`config.mk`:
```
export PLATFORM = sky130hd
export DESIGN_NAME = pipe_datapath
export DESIGN_NICKNAME = d
export VERILOG_FILES = /design/src/rtl/pipe_datapath_pkg.sv /design/src/rtl/pipe_alu.sv /design/src/rtl/pipe_datapath.sv
export SDC_FILE = /design/constraint.sdc
export NUM_CORES = 1
export LEC_CHECK = 0
export ABC_AREA = 1
export CORE_MARGIN = 2
export CORE_UTILIZATION = 65
export CTS_BUF_LIST = sky130_fd_sc_hd__clkbuf_8
export DETAILED_ROUTE_END_ITERATION = 10
export DONT_BUFFER_PORTS = 1
export PLACE_DENSITY = 0.81
export SYNTH_ARGS = -nofsm -noshare
export SYNTH_HDL_FRONTEND = slang
export SYNTH_SLANG_ARGS = --single-unit
```
`constraint.sdc`:
```
create_clock -name CLK -period 6.8 [get_ports CLK]
set_input_delay 0.68 -clock CLK [delete_from_list [all_inputs] [get_ports CLK]]
set_output_delay 0.68 -clock CLK [all_outputs]
set_load 0.005 [all_outputs]
```
`src/rtl/pipe_datapath_pkg.sv`:
```
// Shared definitions for the two-stage 9-bit-ISA datapath: ALU encodings,
// instruction field positions and elaboration helpers.
package pipe_datapath_pkg;

  typedef enum logic [2:0] {
    ALU_ADD   = 3'd0,
    ALU_SUB   = 3'd1,
    ALU_AND   = 3'd2,
    ALU_OR    = 3'd3,
    ALU_XOR   = 3'd4,
    ALU_SHL   = 3'd5,
    ALU_SHR   = 3'd6,
    ALU_PASSB = 3'd7
  } alu_op_e;

  localparam int IW     = 9;
  localparam int OPC_HI = 8;
  localparam int OPC_LO = 5;
  localparam int RA_HI  = 4;
  localparam int RA_LO  = 3;
  localparam int RB_HI  = 2;
  localparam int RB_LO  = 1;
  localparam int IMM_HI = 2;
  localparam int IMM_LO = 0;
  localparam int LUT_HI = 4;
  localparam int LUT_LO = 1;
  localparam int FC_BIT = 0;

  // Program counter value after reset.
  localparam int REG_PC = 0;

  // The 2-bit ra/rb fields address exactly four registers.
  localparam int ISA_NREG = 4;

  function automatic bit nreg_ok(input int n);
    return n == ISA_NREG;
  endfunction

endpackage

```
`src/rtl/pipe_alu.sv`:
```
// Combinational DW-wide ALU; shifts pull their fill bit from the stored carry flag.
module pipe_alu
  import pipe_datapath_pkg::*;
#(
  parameter int DW = 8
) (
  input  logic [DW-1:0] a_i,
  input  logic [DW-1:0] b_i,
  input  alu_op_e       op_i,
  input  logic          c_in_i,
  input  logic          c_flag_i,
  output logic [DW-1:0] res_o,
  output logic          zero_o,
  output logic          carry_o
);

  logic [DW:0] sum;

  always_comb begin
    sum     = '0;
    res_o   = '0;
    carry_o = 1'b0;
    unique case (op_i)
      ALU_ADD: begin
        sum     = {1'b0, a_i} + {1'b0, b_i} + {{DW{1'b0}}, c_in_i};
        res_o   = sum[DW-1:0];
        carry_o = sum[DW];
      end
      ALU_SUB: begin
        // sum[DW] is the borrow; carry reports its absence.
        sum     = {1'b0, a_i} - {1'b0, b_i};
        res_o   = sum[DW-1:0];
        carry_o = ~sum[DW];
      end
      ALU_AND:   res_o = a_i & b_i;
      ALU_OR:    res_o = a_i | b_i;
      ALU_XOR:   res_o = a_i ^ b_i;
      ALU_SHL: begin
        res_o   = {a_i[DW-2:0], c_flag_i};
        carry_o = a_i[DW-1];
      end
      ALU_SHR: begin
        res_o   = {c_flag_i, a_i[DW-1:1]};
        carry_o = a_i[0];
      end
      ALU_PASSB: res_o = b_i;
    endcase
  end

  assign zero_o = (res_o == '0);

endmodule

```
`src/rtl/pipe_datapath.sv`:
```
// Two-stage fetch/execute datapath for the 9-bit ISA with an external decoder,
// external branch LUT and a req/ack data memory port with timeout.
module pipe_datapath
  import pipe_datapath_pkg::*;
#(
  parameter int DW          = 8,
  parameter int PCW         = 16,
  parameter int NREG        = 4,
  parameter int MEM_TIMEOUT = 15
) (
  input  logic           CLK,
  input  logic           START,
  output logic [PCW-1:0] instr_addr,
  input  logic [IW-1:0]  instr_in,
  output logic [3:0]     opcode,
  output logic           fcode,
  input  logic           CTRL_branch_rel_nz,
  input  logic           CTRL_branch_rel_z,
  input  logic           CTRL_branch_abs,
  input  logic           CTRL_reg_write_en,
  input  logic           CTRL_mem_to_reg,
  input  logic           CTRL_alu_src,
  input  logic           CTRL_alu_sc_in,
  input  logic           CTRL_read_mem,
  input  logic           CTRL_write_mem,
  input  logic           CTRL_halt,
  input  logic [2:0]     CTRL_alu_op,
  output logic [3:0]     lut_idx,
  input  logic [PCW-1:0] lut_rel,
  input  logic [PCW-1:0] lut_abs,
  output logic [DW-1:0]  mem_addr,
  output logic [DW-1:0]  mem_wdata,
  input  logic [DW-1:0]  mem_rdata,
  output logic           mem_req,
  output logic           mem_we,
  input  logic           mem_ack,
  output logic           DONE,
  output logic           ERR
);

  if (!nreg_ok(NREG)) begin : g_bad_nreg
    $error("pipe_datapath: NREG must be 4 for the 9-bit ISA");
  end
  if (DW < 4) begin : g_bad_dw
    $error("pipe_datapath: DW must be at least 4");
  end
  if (MEM_TIMEOUT < 1) begin : g_bad_tmo
    $error("pipe_datapath: MEM_TIMEOUT must be at least 1");
  end

  localparam int TW = $clog2(MEM_TIMEOUT + 1);

  logic [PCW-1:0] pc_q, pc_d, pc_ex_q, pc_ex_d;
  logic [IW-1:0]  ir_q, ir_d;
  logic           valid_q, valid_d;
  logic           zf_q, zf_d, cf_q, cf_d;
  logic           done_q, done_d, err_q, err_d;
  logic [TW-1:0]  tmo_q, tmo_d;
  logic [DW-1:0]  rf_q [NREG];
  logic [DW-1:0]  rf_d [NREG];

  logic [1:0]     ra, rb;
  logic [DW-1:0]  imm, op_b, alu_res;
  logic           alu_zero, alu_carry;
  logic           exec, mem_op, stall, tmo_hit, is_br, taken;
  logic [PCW-1:0] target;

  assign ra   = ir_q[RA_HI:RA_LO];
  assign rb   = ir_q[RB_HI:RB_LO];
  assign imm  = {{(DW-3){1'b0}}, ir_q[IMM_HI:IMM_LO]};
  assign op_b = CTRL_alu_src ? imm : rf_q[rb];

  // A bubble or a halted core ignores every decoder output.
  assign exec    = valid_q & ~done_q;
  assign mem_op  = exec & (CTRL_read_mem | CTRL_write_mem);
  assign stall   = mem_op & ~mem_ack;
  assign tmo_hit = stall & (tmo_q == TW'(MEM_TIMEOUT - 1));

  assign is_br  = CTRL_branch_abs | CTRL_branch_rel_z | CTRL_branch_rel_nz;
  assign taken  = exec & (CTRL_branch_abs | (CTRL_branch_rel_z & zf_q) |
                          (CTRL_branch_rel_nz & ~zf_q));
  assign target = CTRL_branch_abs ? lut_abs : pc_ex_q + lut_rel;

  pipe_alu #(.DW(DW)) u_alu (
    .a_i      (rf_q[ra]),
    .b_i      (op_b),
    .op_i     (alu_op_e'(CTRL_alu_op)),
    .c_in_i   (CTRL_alu_sc_in),
    .c_flag_i (cf_q),
    .res_o    (alu_res),
    .zero_o   (alu_zero),
    .carry_o  (alu_carry)
  );

  always_comb begin
    pc_d    = pc_q;
    pc_ex_d = pc_ex_q;
    ir_d    = ir_q;
    valid_d = valid_q;
    zf_d    = zf_q;
    cf_d    = cf_q;
    done_d  = done_q;
    err_d   = err_q;
    tmo_d   = '0;
    rf_d    = rf_q;
    if (done_q) begin
      valid_d = 1'b0;
    end else if (stall) begin
      if (tmo_hit) begin
        err_d   = 1'b1;
        done_d  = 1'b1;
        valid_d = 1'b0;
      end else begin
        tmo_d = tmo_q + 1'b1;
      end
    end else begin
      ir_d    = instr_in;
      pc_ex_d = pc_q;
      valid_d = 1'b1;
      pc_d    = pc_q + 1'b1;
      if (taken) begin
        pc_d    = target;
        valid_d = 1'b0;
      end
      if (exec && CTRL_halt) done_d = 1'b1;
      if (exec && CTRL_reg_write_en) begin
        rf_d[ra] = CTRL_mem_to_reg ? mem_rdata : alu_res;
        if (!(CTRL_read_mem || CTRL_write_mem) && !is_br && !CTRL_halt) begin
          zf_d = alu_zero;
          cf_d = alu_carry;
        end
      end
    end
  end

  always_ff @(posedge CLK) begin
    if (START) begin
      pc_q    <= PCW'(REG_PC);
      pc_ex_q <= '0;
      ir_q    <= '0;
      valid_q <= 1'b0;
      zf_q    <= 1'b0;
      cf_q    <= 1'b0;
      done_q  <= 1'b0;
      err_q   <= 1'b0;
      tmo_q   <= '0;
      for (int i = 0; i < NREG; i++) rf_q[i] <= '0;
    end else begin
      pc_q    <= pc_d;
      pc_ex_q <= pc_ex_d;
      ir_q    <= ir_d;
      valid_q <= valid_d;
      zf_q    <= zf_d;
      cf_q    <= cf_d;
      done_q  <= done_d;
      err_q   <= err_d;
      tmo_q   <= tmo_d;
      rf_q    <= rf_d;
    end
  end

  assign instr_addr = pc_q;
  assign opcode     = ir_q[OPC_HI:OPC_LO];
  assign fcode      = ir_q[FC_BIT];
  assign lut_idx    = ir_q[LUT_HI:LUT_LO];
  assign mem_addr   = rf_q[rb];
  assign mem_wdata  = rf_q[ra];
  assign mem_req    = mem_op;
  assign mem_we     = mem_op & CTRL_write_mem;
  assign DONE       = done_q;
  assign ERR        = err_q;

endmodule

```
==> key figures, run 1 <==
Worst setup path
  – CP Launch Point: ir_q[1]$_SDFFE_PP0P_
  – R2R Setup Slk: 2900 ps
  – Data arrival time of the worst path: 4210 ps
  – Startpoint Class: register
  – WP data required: 7100 ps
  – Reg2Reg Launch Point: ir_q[1]$_SDFFE_PP0P_
  – Worst setup EP type: register
  – Critical Path Fanout Max: 22
  – Critical path class: reg2reg

Drt
  – Iteration-0 DRC Markers: 559
  – DRC: 0
  – Post-DRT Antenna Nets: 0
  – Via density: 5.722
  – Routed length per instance: 16.18 um
  – 1st-pass router iterations: 7
  – Routed wire length: 19350 um
  – Via Count: 6843

CTS
  – Hold_buf cts: 0
  – CTS tree: done
  – Reg clk slew, reported paths: 100 ps
  – Clk Tree Root Cell: clkbuf_8
  – CTS sink count: 82
  – Post-CTS Resized: 0
  – Later-pin clock latency in the skew report: 370 ps
  – Level count of the clock H-tree: 3
  – Num CTS Buffers: 9
  – Setup bufs post-CTS: 0
  – Clock buffer depth: 2

Synth
  – Mapped Cells: 1084
  – FF+latch count, synth: 82
  – EDFF count, synth: 0
  – Synth async-reset ratio: 0%
  – Synth cell types: 38
  – Post-synthesis sequential area ratio: 25.02%
  – Synthesized Nets: 1196
  – Synthesized area per cell: 6.053 um2
  – Top FF cell, synth: dfxtp_1
  – Synthesized cell area: 6561 um2
  – Synth Warn #: 0

Die
  – Initial core utilization: 67.13%
  – Core area: 9774 um2
  – Die Span X: 104.5 um
  – Die area: 10910 um2
  – Die Height: 104.5 um
  – Site Rows: 36
  – I/O Pins: 110

Final layout
  – Design Area, Final: 6778 um2
  – Area Overhead vs Synth: 3.299%
  – Nets@finish: 1169
  – Ratio of cells with drive above 1 in the final layout: 3.672%

STA
  – Setup TNS: 0 ps
  – Worst clock skew: 17.76 ps
  – RSZ-0062 raised after global routing: false
  – Final Max Slew Viols: 0
  – Final setup fails: 0
  – Endpoints failing hold: 0
  – Fmax: 256.1 MHz
  – Measured slew at the worst slew-check pin: 898.8 ps
  – Worst slew margin: 39.99%
  – Final worst path period share: 57.42%
  – Tmin final: 3904 ps

Place
  – Placed cell areas: 6568 um2
  – Hpwl dp: 14380 um
  – Number of port buffers: 0
  – Global placer's final weighted congestion: 0.9884

Global routing
  – Pin count of the biggest net entering global routing: 64
  – Gr ovfl total: 0
  – Vias in the first global route: 6288
  – All-Layer GR Usage: 35.36%
  – Initial antenna violation count: 2
  – First-pass GRT wire length: 31080 um

Pwr
  – Peak VDD IR: 188.3 uV
  – Static Leak: 3.444 nW
  – PD cells: 221.3 nW/um2

Worst hold path
  – Hold path startpoint: START
  – Worst hold-check path type: in2reg

Run status
  – Status: finished clean

Flow run
  – Max Cap Viol: 0
==> state kept, by name, summed over array words and instances (netlist names) <==
name / cells
rf_q: 32
cf_q: 1
pc_ex_q: 16
ir_q: 9
valid_q: 1
ERR: 1
zf_q: 1
DONE: 1
tmo_q: 4
instr_addr: 16
==> worst paths after layout <==
kind	end	cells past startpoint
worst max-delay path	rf_q[28]$_SDFFE_PP0P_	20
worst min-delay path	instr_addr[4]$_SDFFE_PP0P_	1
worst max register to register	rf_q[28]$_SDFFE_PP0P_	20
worst min register to register	tmo_q[0]$_SDFF_PP0_	1
==> kinds of logic (layout without fill, tap and decap cells) <==
kind of cell	count (synthesis)	count (layout)	synth area share, %
fa+ha+maj	47	47	9.420
simple gates	520	520	32.68
xor+xnor	16	16	2.136
compound gates	227	227	19.32
other cells	0	1	0
buf+inv	192	170	11.42
flops	82	82	25.02
==> Yosys cell counts, drive strengths merged, types with 5 or more instances <==
library cell	n	share of area (%)
nand3	75	5.7
xnor2	7	0.93
nand2	279	16
a21oi	71	5.4
o21bai	20	2.3
o211ai	18	2.1
nor2	135	8.1
buf	18	1.4
nor3	9	0.69
a31oi	5	0.48
o21ai	104	8.0
inv	149	8.5
dfxtp	82	25
ha	43	8.2
clkbuf	23	1.3
xor2	9	1.2
nand4	12	1.1
==> per-layer routing <==
metal	share of wire [%]	vias up	track usage [%]
met1	40	3037	43.86
met5	0.072	-	0
met2	46	309	57.42
met4	3.6	2	16.12
met3	9.9	53	9.211
li1	-	3442	-
==> worst max-delay path, cell delays in order (launching register included) <==
cell,delay [ps]
dfxtp_1,830
inv_1,440
nand2_1,160
nand3_1,80
nand2_1,130
nand2_1,70
o21ai_0,200
inv_1,160
ha_1,230
fa_1,390
inv_1,130
nand3_1,110
nand3_1,110
nand3_1,80
nand2_1,80
inv_1,40
nand2_1,70
nor2_2,40
o21ai_1,330
o21bai_1,110
inv_1,60
==> area by class of cell <==
type                       instances  area [um2]
antenna                            1       2.502
clock buffer                      10       137.6
clock inverter                     6       70.07
fill                             954        2997
inverter                         151       566.8
multi-input combinational        810        4170
sequential                        82        1642
tap                              133       166.4
timing repair buffer               3       22.52
==> report_power, final <==
part / internal, W / total, W / leakage (nW) / switching (W)
clock: 0.000184 / 0.000375 / 0.108 / 0.000191
combinational: 0.000173 / 0.000515 / 2.67 / 0.000343
sequential: 0.000533 / 0.000610 / 0.671 / 0.0000774
==> placed cells by master, fill, tap and decap left out, types with 4 or more instances in the layout <==
cell type / Yosys / final
nand2_1: 277 / 277
inv_1: 141 / 141
nor2_1: 128 / 128
o21ai_0: 94 / 94
dfxtp_1: 82 / 82
nand3_1: 75 / 75
a21oi_1: 71 / 71
ha_1: 43 / 43
o21bai_1: 20 / 20
o211ai_1: 18 / 18
nand4_1: 12 / 12
clkbuf_8: 0 / 10
xor2_1: 9 / 9
nor3_1: 9 / 9
o21ai_1: 9 / 9
inv_2: 8 / 8
xnor2_1: 7 / 7
nor2_2: 6 / 6
a31oi_1: 5 / 5
nand3b_1: 4 / 4
fa_1: 4 / 4
==> per-stage QoR <==
stage	util (%)	hold WS, ps	setup slack [ps]	cells	total power [W]
CTS	69.32	364.3	2989	1195	0.001495
finish	69.34	383.2	2896	1196	0.001500
detailed placement	67.19	464.5	3027	1179	0.001125
global route	69.34	366.7	2486	1196	0.001598
global placement	67.19	448.4	3193	1179	0.001118
floorplan	-	429.7	3923	1084	0.0009990
(Power assumes the default switching activity.)
==> inputs of run 2 (changes only) <==
- clock period: 6.8 -> 3.93 ns (I/O delays scaled with it)
==> run 2 against run 1 <==
Total power up 76%. First-iteration DRC count fell by 5.7%. Sequential power up 70%. Hold slack lost 300 ps. Clock skew up 0.80 ps. Global-route usage grew 0.24 points. Utilization rose by 0.19 points. Design area up 0.28%. Via count rose by 1.3%. Sequential share of layout area down 0.067 points.
==> key figures, run 2 (synthesized netlist as in run 1, its figures left out) <==
Final layout
  – Design Area, Final: 6797 um2 (was 6778 um2)
  – Nets@finish: 1171 (was 1169)
  – Largest Register: rf_q (unchanged)
  – Ratio of cells with drive above 1 in the final layout: 3.853% (was 3.672%)
  – Commonest non-fill, non-tap cells in the layout: 277 x nand2_1, 141 x inv_1, 128 x nor2_1, 94 x o21ai_0, 82 x dfxtp_1 (unchanged)
  – Area Overhead vs Synth: 3.585% (was 3.299%)
  – Number of flip-flops in the largest register: 32 (unchanged)
  – Commonest non-fill, non-tap cell in the layout: nand2_1 (unchanged)
  – ANT cells: 0 (was 1)

Worst setup path
  – WP data required: 4240 ps (was 7100 ps)
  – Startpoint Class: register (unchanged)
  – Critical Path Fanout Max: 18 (was 22)
  – Data arrival time of the worst path: 3770 ps (was 4210 ps)
  – Worst setup EP type: register (unchanged)
  – Critical path class: reg2reg (unchanged)
  – Cells on worst reg2reg path: 16 (was 20)

Drt
  – Routed wire length: 19600 um (was 19350 um)
  – Routed length per instance: 16.37 um (was 16.18 um)
  – Wire length on met1: 7728 um (was 7816 um)
  – Iteration-0 DRC Markers: 527 (was 559)
  – Via Count: 6930 (was 6843)
  – Via density: 5.789 (was 5.722)
  – 1st-pass router iterations: 8 (was 7)
  – WL met3: 1957 um (was 1916 um)
  – Post-DRT Antenna Nets: 0 (unchanged)
  – DRC: 0 (unchanged)
  – DR WL met2: 9154 um (was 8909 um)
  – Uppermost layer routed: met5 (unchanged)

CTS
  – CTS sink count: 82 (unchanged)
  – Clock buffer depth: 2 (unchanged)
  – Level count of the clock H-tree: 3 (unchanged)
  – Later-pin clock latency in the skew report: 380 ps (was 370 ps)
  – Reg clk slew, reported paths: 100 ps (about the same)
  – Clk Tree Root Cell: clkbuf_8 (unchanged)
  – Setup bufs post-CTS: 0 (unchanged)
  – CTS tree: done (unchanged)
  – Hold_buf cts: 0 (unchanged)
  – Num CTS Buffers: 9 (unchanged)
  – Post-CTS Resized: 0 (unchanged)

Global routing
  – Vias in the first global route: 6309 (was 6288)
  – Gr ovfl total: 0 (unchanged)
  – Pin count of the biggest net entering global routing: 64 (unchanged)
  – All-Layer GR Usage: 35.61% (was 35.36%)
  – First-pass GRT wire length: 31140 um (was 31080 um)
  – Initial antenna violation count: 1 (was 2)

Worst hold path
  – Hold path cells: 1 (unchanged)
  – Worst hold-check path type: in2reg (unchanged)

Place
  – Global placer's final weighted congestion: 0.9741 (was 0.9884)
  – Number of port buffers: 0 (unchanged)
  – Placed cell areas: 6583 um2 (was 6568 um2)
  – Hpwl dp: 14760 um (was 14380 um)

STA
  – Final Max Slew Viols: 0 (unchanged)
  – Fmax: 289.7 MHz (was 256.1 MHz)
  – Endpoints failing hold: 0 (unchanged)
  – Final worst path period share: 87.82% (was 57.42%)
  – Final setup fails: 0 (unchanged)
  – Worst slew margin: 33.93% (was 39.99%)
  – RSZ-0062 raised after global routing: false (unchanged)
  – Fin Hold WS: 84.50 ps (was 383.2 ps)
  – Worst clock skew: 18.57 ps (was 17.76 ps)
  – Setup TNS: 0 ps (unchanged)
  – Measured slew at the worst slew-check pin: 984.9 ps (was 898.8 ps)
  – Tmin final: 3451 ps (was 3904 ps)

Flow run
  – Max Cap Viol: 0 (unchanged)

Die
  – Core area: 9774 um2 (unchanged)
  – Die area: 10910 um2 (unchanged)
  – Die Span X: 104.5 um (unchanged)
  – Site Rows: 36 (unchanged)
  – Die Height: 104.5 um (unchanged)
  – I/O Pins: 110 (unchanged)
  – Initial core utilization: 67.13% (unchanged)

Run status
  – Status: finished clean (unchanged)

Pwr
  – Static Leak: 3.457 nW (was 3.444 nW)
  – PD cells: 388.0 nW/um2 (was 221.3 nW/um2)
  – Peak VDD IR: 372.7 uV (was 188.3 uV)
[run 2: cell count changes in the layout (fill, tap and decap cells not counted), sizes merged]
| cell | change |
|---|---|
| inv | +2 |
| diode | -1 |
| clkinv | -2 |
| buf | +2 |
[run 2: layout make-up]
class,count,area [um2]
Multi-Input combinational cell,810,4170
Fill cell,932,2978
Sequential cell,82,1642
Inverter,151,566.8
Tap cell,133,166.4
Clock buffer,10,137.6
Clock inverter,6,76.32
Timing Repair Buffer,5,37.54
[run 2: worst max-delay path: stages, from the launching register on]
cell	delay, ps
dfxtp_1	720
nand2_1	120
o21ai_0	100
nand2_1	70
nand2_1	230
inv_1	170
fa_1	470
fa_1	410
inv_1	110
nand2_1	100
nand3_1	130
nand2_1	60
nand3_1	70
nand2_1	110
o21ai_1	330
o21ai_0	130
inv_1	60
[run 2: metrics by stage]
| step | utilization (%) | cells | total power, W | setup slack (ps) |
|---|---|---|---|---|
| after floorplan | - | 1084 | 0.001729 | 1202 |
| after global placement | 67.35 | 1181 | 0.001944 | 695.9 |
| after detailed placement | 67.35 | 1181 | 0.001953 | 605.9 |
| after CTS | 69.53 | 1197 | 0.002621 | 577.3 |
| after global routing | 69.53 | 1197 | 0.002803 | 202.8 |
| final | 69.53 | 1197 | 0.002637 | 478.7 |
[run 2: final timing paths]
| path | from | slack [ps] | endpoint |
|---|---|---|---|
| min | START | 80 | instr_addr[4]$_SDFFE_PP0P_ |
| min reg2reg | zf_q$_SDFFE_PP0P_ | 490 | zf_q$_SDFFE_PP0P_ |
| max | ir_q[3]$_SDFFE_PP0P_ | 480 | rf_q[30]$_SDFFE_PP0P_ |
| max reg2reg | ir_q[3]$_SDFFE_PP0P_ | 480 | rf_q[30]$_SDFFE_PP0P_ |
[run 2: per-layer routing]
layer | GRT usage [%] | vias up
met4 | 15.06 | 2
met1 | 43.04 | 3089
met2 | 59.29 | 329
li1 | - | 3452
met3 | 9.837 | 58
met5 | 0 | -
[run 2: power breakdown]
part | switching (W) | internal [W] | leakage [nW] | total, W
Clock | 0.000354 | 0.000325 | 0.110 | 0.000679
Sequential | 0.000121 | 0.000922 | 0.671 | 0.00104
Combinational | 0.000611 | 0.000303 | 2.68 | 0.000914
==> inputs of run 3 (changes only) <==
- SYNTH_HIERARCHICAL: not set -> 1
==> run 3 against run 2 <==
Global-route usage fell by 2.1 points. Combinational power rose by 7.2%. Final cell count shrank 3.8%. Synthesized cell count down 4.8%. Setup slack lost 110 ps. Sequential cell count did not move. Fmax fell by 3.0%. Highest routed layer is now met4. Clock power is 2% lower. Design area rose by 1.2%. Utilization up 0.21 points. Clock skew shrank 8.9 ps.
==> key figures, run 3 <==
Drt
  – Iteration-0 DRC Markers: 742 (was 527)
  – DRC: 0 (unchanged)
  – Via Count: 6725 (was 6930)
  – Routed length per instance: 16.00 um (was 16.37 um)
  – Routed wire length: 18440 um (was 19600 um)
  – Via density: 5.838 (was 5.789)
  – 1st-pass router iterations: 6 (was 8)
  – Post-DRT Antenna Nets: 0 (unchanged)

Synth
  – EDFF count, synth: 0 (unchanged)
  – Post-Synth Simple-Gate Area: 30.41% (was 32.68%)
  – Mapped Cells: 1032 (was 1084)
  – Synth async-reset ratio: 0% (unchanged)
  – Largest family of logic cells by synthesized area: simple AND/OR/NAND/NOR gates (unchanged)
  – Commonest cells post-synth: 191 x nand2_1, 135 x inv_1, 126 x nor2_1, 98 x a21oi_1, 85 x o21ai_0 (was 277 x nand2_1, 141 x inv_1, 128 x nor2_1, 94 x o21ai_0, 82 x dfxtp_1)
  – Synth Area in Compound Gates: 19.74% (was 19.32%)
  – Leading post-synthesis cells by cell area: dfxtp_1 25%, nand2_1 11%, ha_1 7.9% (was dfxtp_1 25%, nand2_1 16%, ha_1 8.2%)
  – Fraction of the mapped netlist area in adder cells: 9.101% (was 9.420%)
  – Top-count cell post-synth: nand2_1 (unchanged)
  – Yosys top cell area share: 24.67% (was 25.02%)
  – Post-synthesis sequential area ratio: 24.67% (was 25.02%)
  – Synth cell types: 44 (was 38)
  – Synthesized area per cell: 6.448 um2 (was 6.053 um2)
  – Top FF cell, synth: dfxtp_1 (unchanged)
  – Largest area contributor in the netlist: dfxtp_1 (unchanged)
  – Synthesized Nets: 1143 (was 1196)
  – Mux share of post-synthesis cell area: 1.354% (was 0%)
  – Synthesized cell area: 6654 um2 (was 6561 um2)
  – Xor and xnor area share after synthesis: 2.369% (was 2.136%)
  – Synth Warn #: 6 (was 0)
  – FF+latch count, synth: 82 (unchanged)

Worst setup path
  – Critical Path Fanout Max: 8 (was 18)
  – Critical path class: reg2reg (unchanged)
  – Data arrival time of the worst path: 3800 ps (was 3770 ps)
  – WP data required: 4180 ps (was 4240 ps)
  – Worst setup EP type: register (unchanged)
  – Startpoint Class: register (unchanged)

Global routing
  – Vias in the first global route: 5959 (was 6309)
  – All-Layer GR Usage: 33.51% (was 35.61%)
  – First-pass GRT wire length: 30000 um (was 31140 um)
  – Gr ovfl total: 0 (unchanged)
  – Pin count of the biggest net entering global routing: 54 (was 64)
  – Initial antenna violation count: 0 (was 1)

STA
  – Final worst path period share: 90.50% (was 87.82%)
  – Setup TNS: 0 ps (unchanged)
  – Worst clock skew: 9.698 ps (was 18.57 ps)
  – Measured slew at the worst slew-check pin: 638.6 ps (was 984.9 ps)
  – Worst slew margin: 56.97% (was 33.93%)
  – Tmin final: 3557 ps (was 3451 ps)
  – Endpoints failing hold: 0 (unchanged)
  – Fin Hold WS: 92.28 ps (was 84.50 ps)
  – Post-layout worst setup margin: 373.2 ps (was 478.7 ps)
  – Final Max Slew Viols: 0 (unchanged)
  – RSZ-0062 raised after global routing: false (unchanged)
  – Fmax: 281.2 MHz (was 289.7 MHz)
  – Final setup fails: 0 (unchanged)

Final layout
  – Largest Register: rf_q (unchanged)
  – Design Area, Final: 6880 um2 (was 6797 um2)
  – Nets@finish: 1126 (was 1171)
  – Commonest non-fill, non-tap cells in the layout: 191 x nand2_1, 133 x inv_1, 125 x nor2_1, 98 x a21oi_1, 85 x o21ai_0 (was 277 x nand2_1, 141 x inv_1, 128 x nor2_1, 94 x o21ai_0, 82 x dfxtp_1)
  – Ratio of cells with drive above 1 in the final layout: 8.251% (was 3.853%)
  – Commonest non-fill, non-tap cell in the layout: nand2_1 (unchanged)
  – Area Overhead vs Synth: 3.404% (was 3.585%)
  – Final core utilization: 69.75% (was 69.53%)
  – Number of flip-flops in the largest register: 32 (unchanged)

Place
  – Global placer's final weighted congestion: 0.9875 (was 0.9741)
  – Placed cell areas: 6663 um2 (was 6583 um2)
  – Hpwl dp: 13800 um (was 14760 um)
  – Pre-CTS worst setup slack: 332.5 ps (was 605.9 ps)
  – Number of port buffers: 0 (unchanged)

Flow run
  – Max Cap Viol: 0 (unchanged)

Pwr
  – Static Leak: 3.221 nW (was 3.457 nW)
  – Peak VDD IR: 247.3 uV (was 372.7 uV)
  – PD cells: 387.1 nW/um2 (was 388.0 nW/um2)

CTS
  – Clk Tree Root Cell: clkbuf_8 (unchanged)
  – Level count of the clock H-tree: 3 (unchanged)
  – Hold_buf cts: 0 (unchanged)
  – CTS tree: done (unchanged)
  – Later-pin clock latency in the skew report: 360 ps (was 380 ps)
  – Clock buffer depth: 2 (unchanged)
  – CTS sink count: 82 (unchanged)
  – Num CTS Buffers: 9 (unchanged)
  – Reg clk slew, reported paths: 80 ps (was 100 ps)

Die
  – I/O Pins: 110 (unchanged)
  – Site Rows: 36 (unchanged)
  – Core area: 9864 um2 (was 9774 um2)
  – Die area: 11060 um2 (was 10910 um2)
  – Initial core utilization: 67.45% (was 67.13%)
  – Die Span X: 105.2 um (was 104.5 um)
  – Die Height: 105.2 um (was 104.5 um)

Worst hold path
  – Worst hold-check path type: in2reg (unchanged)

Run status
  – Status: finished clean (unchanged)
[run 3: timing repair]
item / in CTS / in global routing
endpoints found under the setup margin: 0 / 14
resized for setup: 0 / 3
buffers inserted: 0 / 0
[run 3: cell families after synthesis]
| logic type | after synthesis |
|---|---|
| muxes | 8 |
| buffers and inverters | 188 |
| and+or+nand+nor | 455 |
| adders and majority gates | 46 |
| AOI/OAI and AO/OA | 235 |
| xor gates and xnor gates | 18 |
| DFF | 82 |
[run 3: final timing paths]
check,startpoint,to,slack [ps],cells past startpoint
max reg2reg,ir_q[3]$_SDFFE_PP0P_,rf_q[22]$_SDFFE_PP0P_,370,16
max,ir_q[3]$_SDFFE_PP0P_,rf_q[22]$_SDFFE_PP0P_,370,16
min reg2reg,rf_q[28]$_SDFFE_PP0P_,rf_q[28]$_SDFFE_PP0P_,470,2
min,START,rf_q[25]$_SDFFE_PP0P_,90,1
[run 3: where the power goes]
group | total, W | leakage [nW] | switching [W] | internal (W)
sequential | 0.00102 | 0.671 | 0.000102 | 0.000918
clock | 0.000663 | 0.101 | 0.000312 | 0.000351
combinational | 0.000980 | 2.45 | 0.000650 | 0.000330
[run 3: per-layer routing]
metal | global-route usage (%) | vias up | routed length (um)
li1 | - | 3383 | -
met1 | 48.15 | 2980 | 8375
met2 | 51.02 | 332 | 7895
met3 | 6.488 | 30 | 1831
met4 | 9.333 | 0 | 334
met5 | 0 | - | 0
[run 3: per-stage QoR]
stage                     instances  power, W
after floorplan                1032  0.001792
after global placement         1137  0.001975
after detailed placement       1137  0.001986
after CTS                      1151  0.002642
after global routing           1151  0.002843
final                          1152  0.002663
[run 3: layout make-up]
type,count,area [um2]
clock inverters,5,81.33
repair buffers,15,112.6
well taps,133,166.4
clock buffers,9,123.9
diodes,1,2.502
multi-input cells,762,4193
inverters,145,559.3
fillers,886,2984
flip-flops and latches,82,1642
[run 3: worst max-delay path, stage by stage, from the launching register on]
cell      delay [ps]
dfxtp_1          450
nand2_1          300
o221ai_1         370
inv_1            190
fa_1             510
fa_1             400
inv_1            110
nand4_1          140
nand3_1          110
nand2_1           80
nand2_1           70
nand2_1           40
nand2_1           90
inv_1             40
mux2_2           310
o21ai_0          180
a21oi_1           50
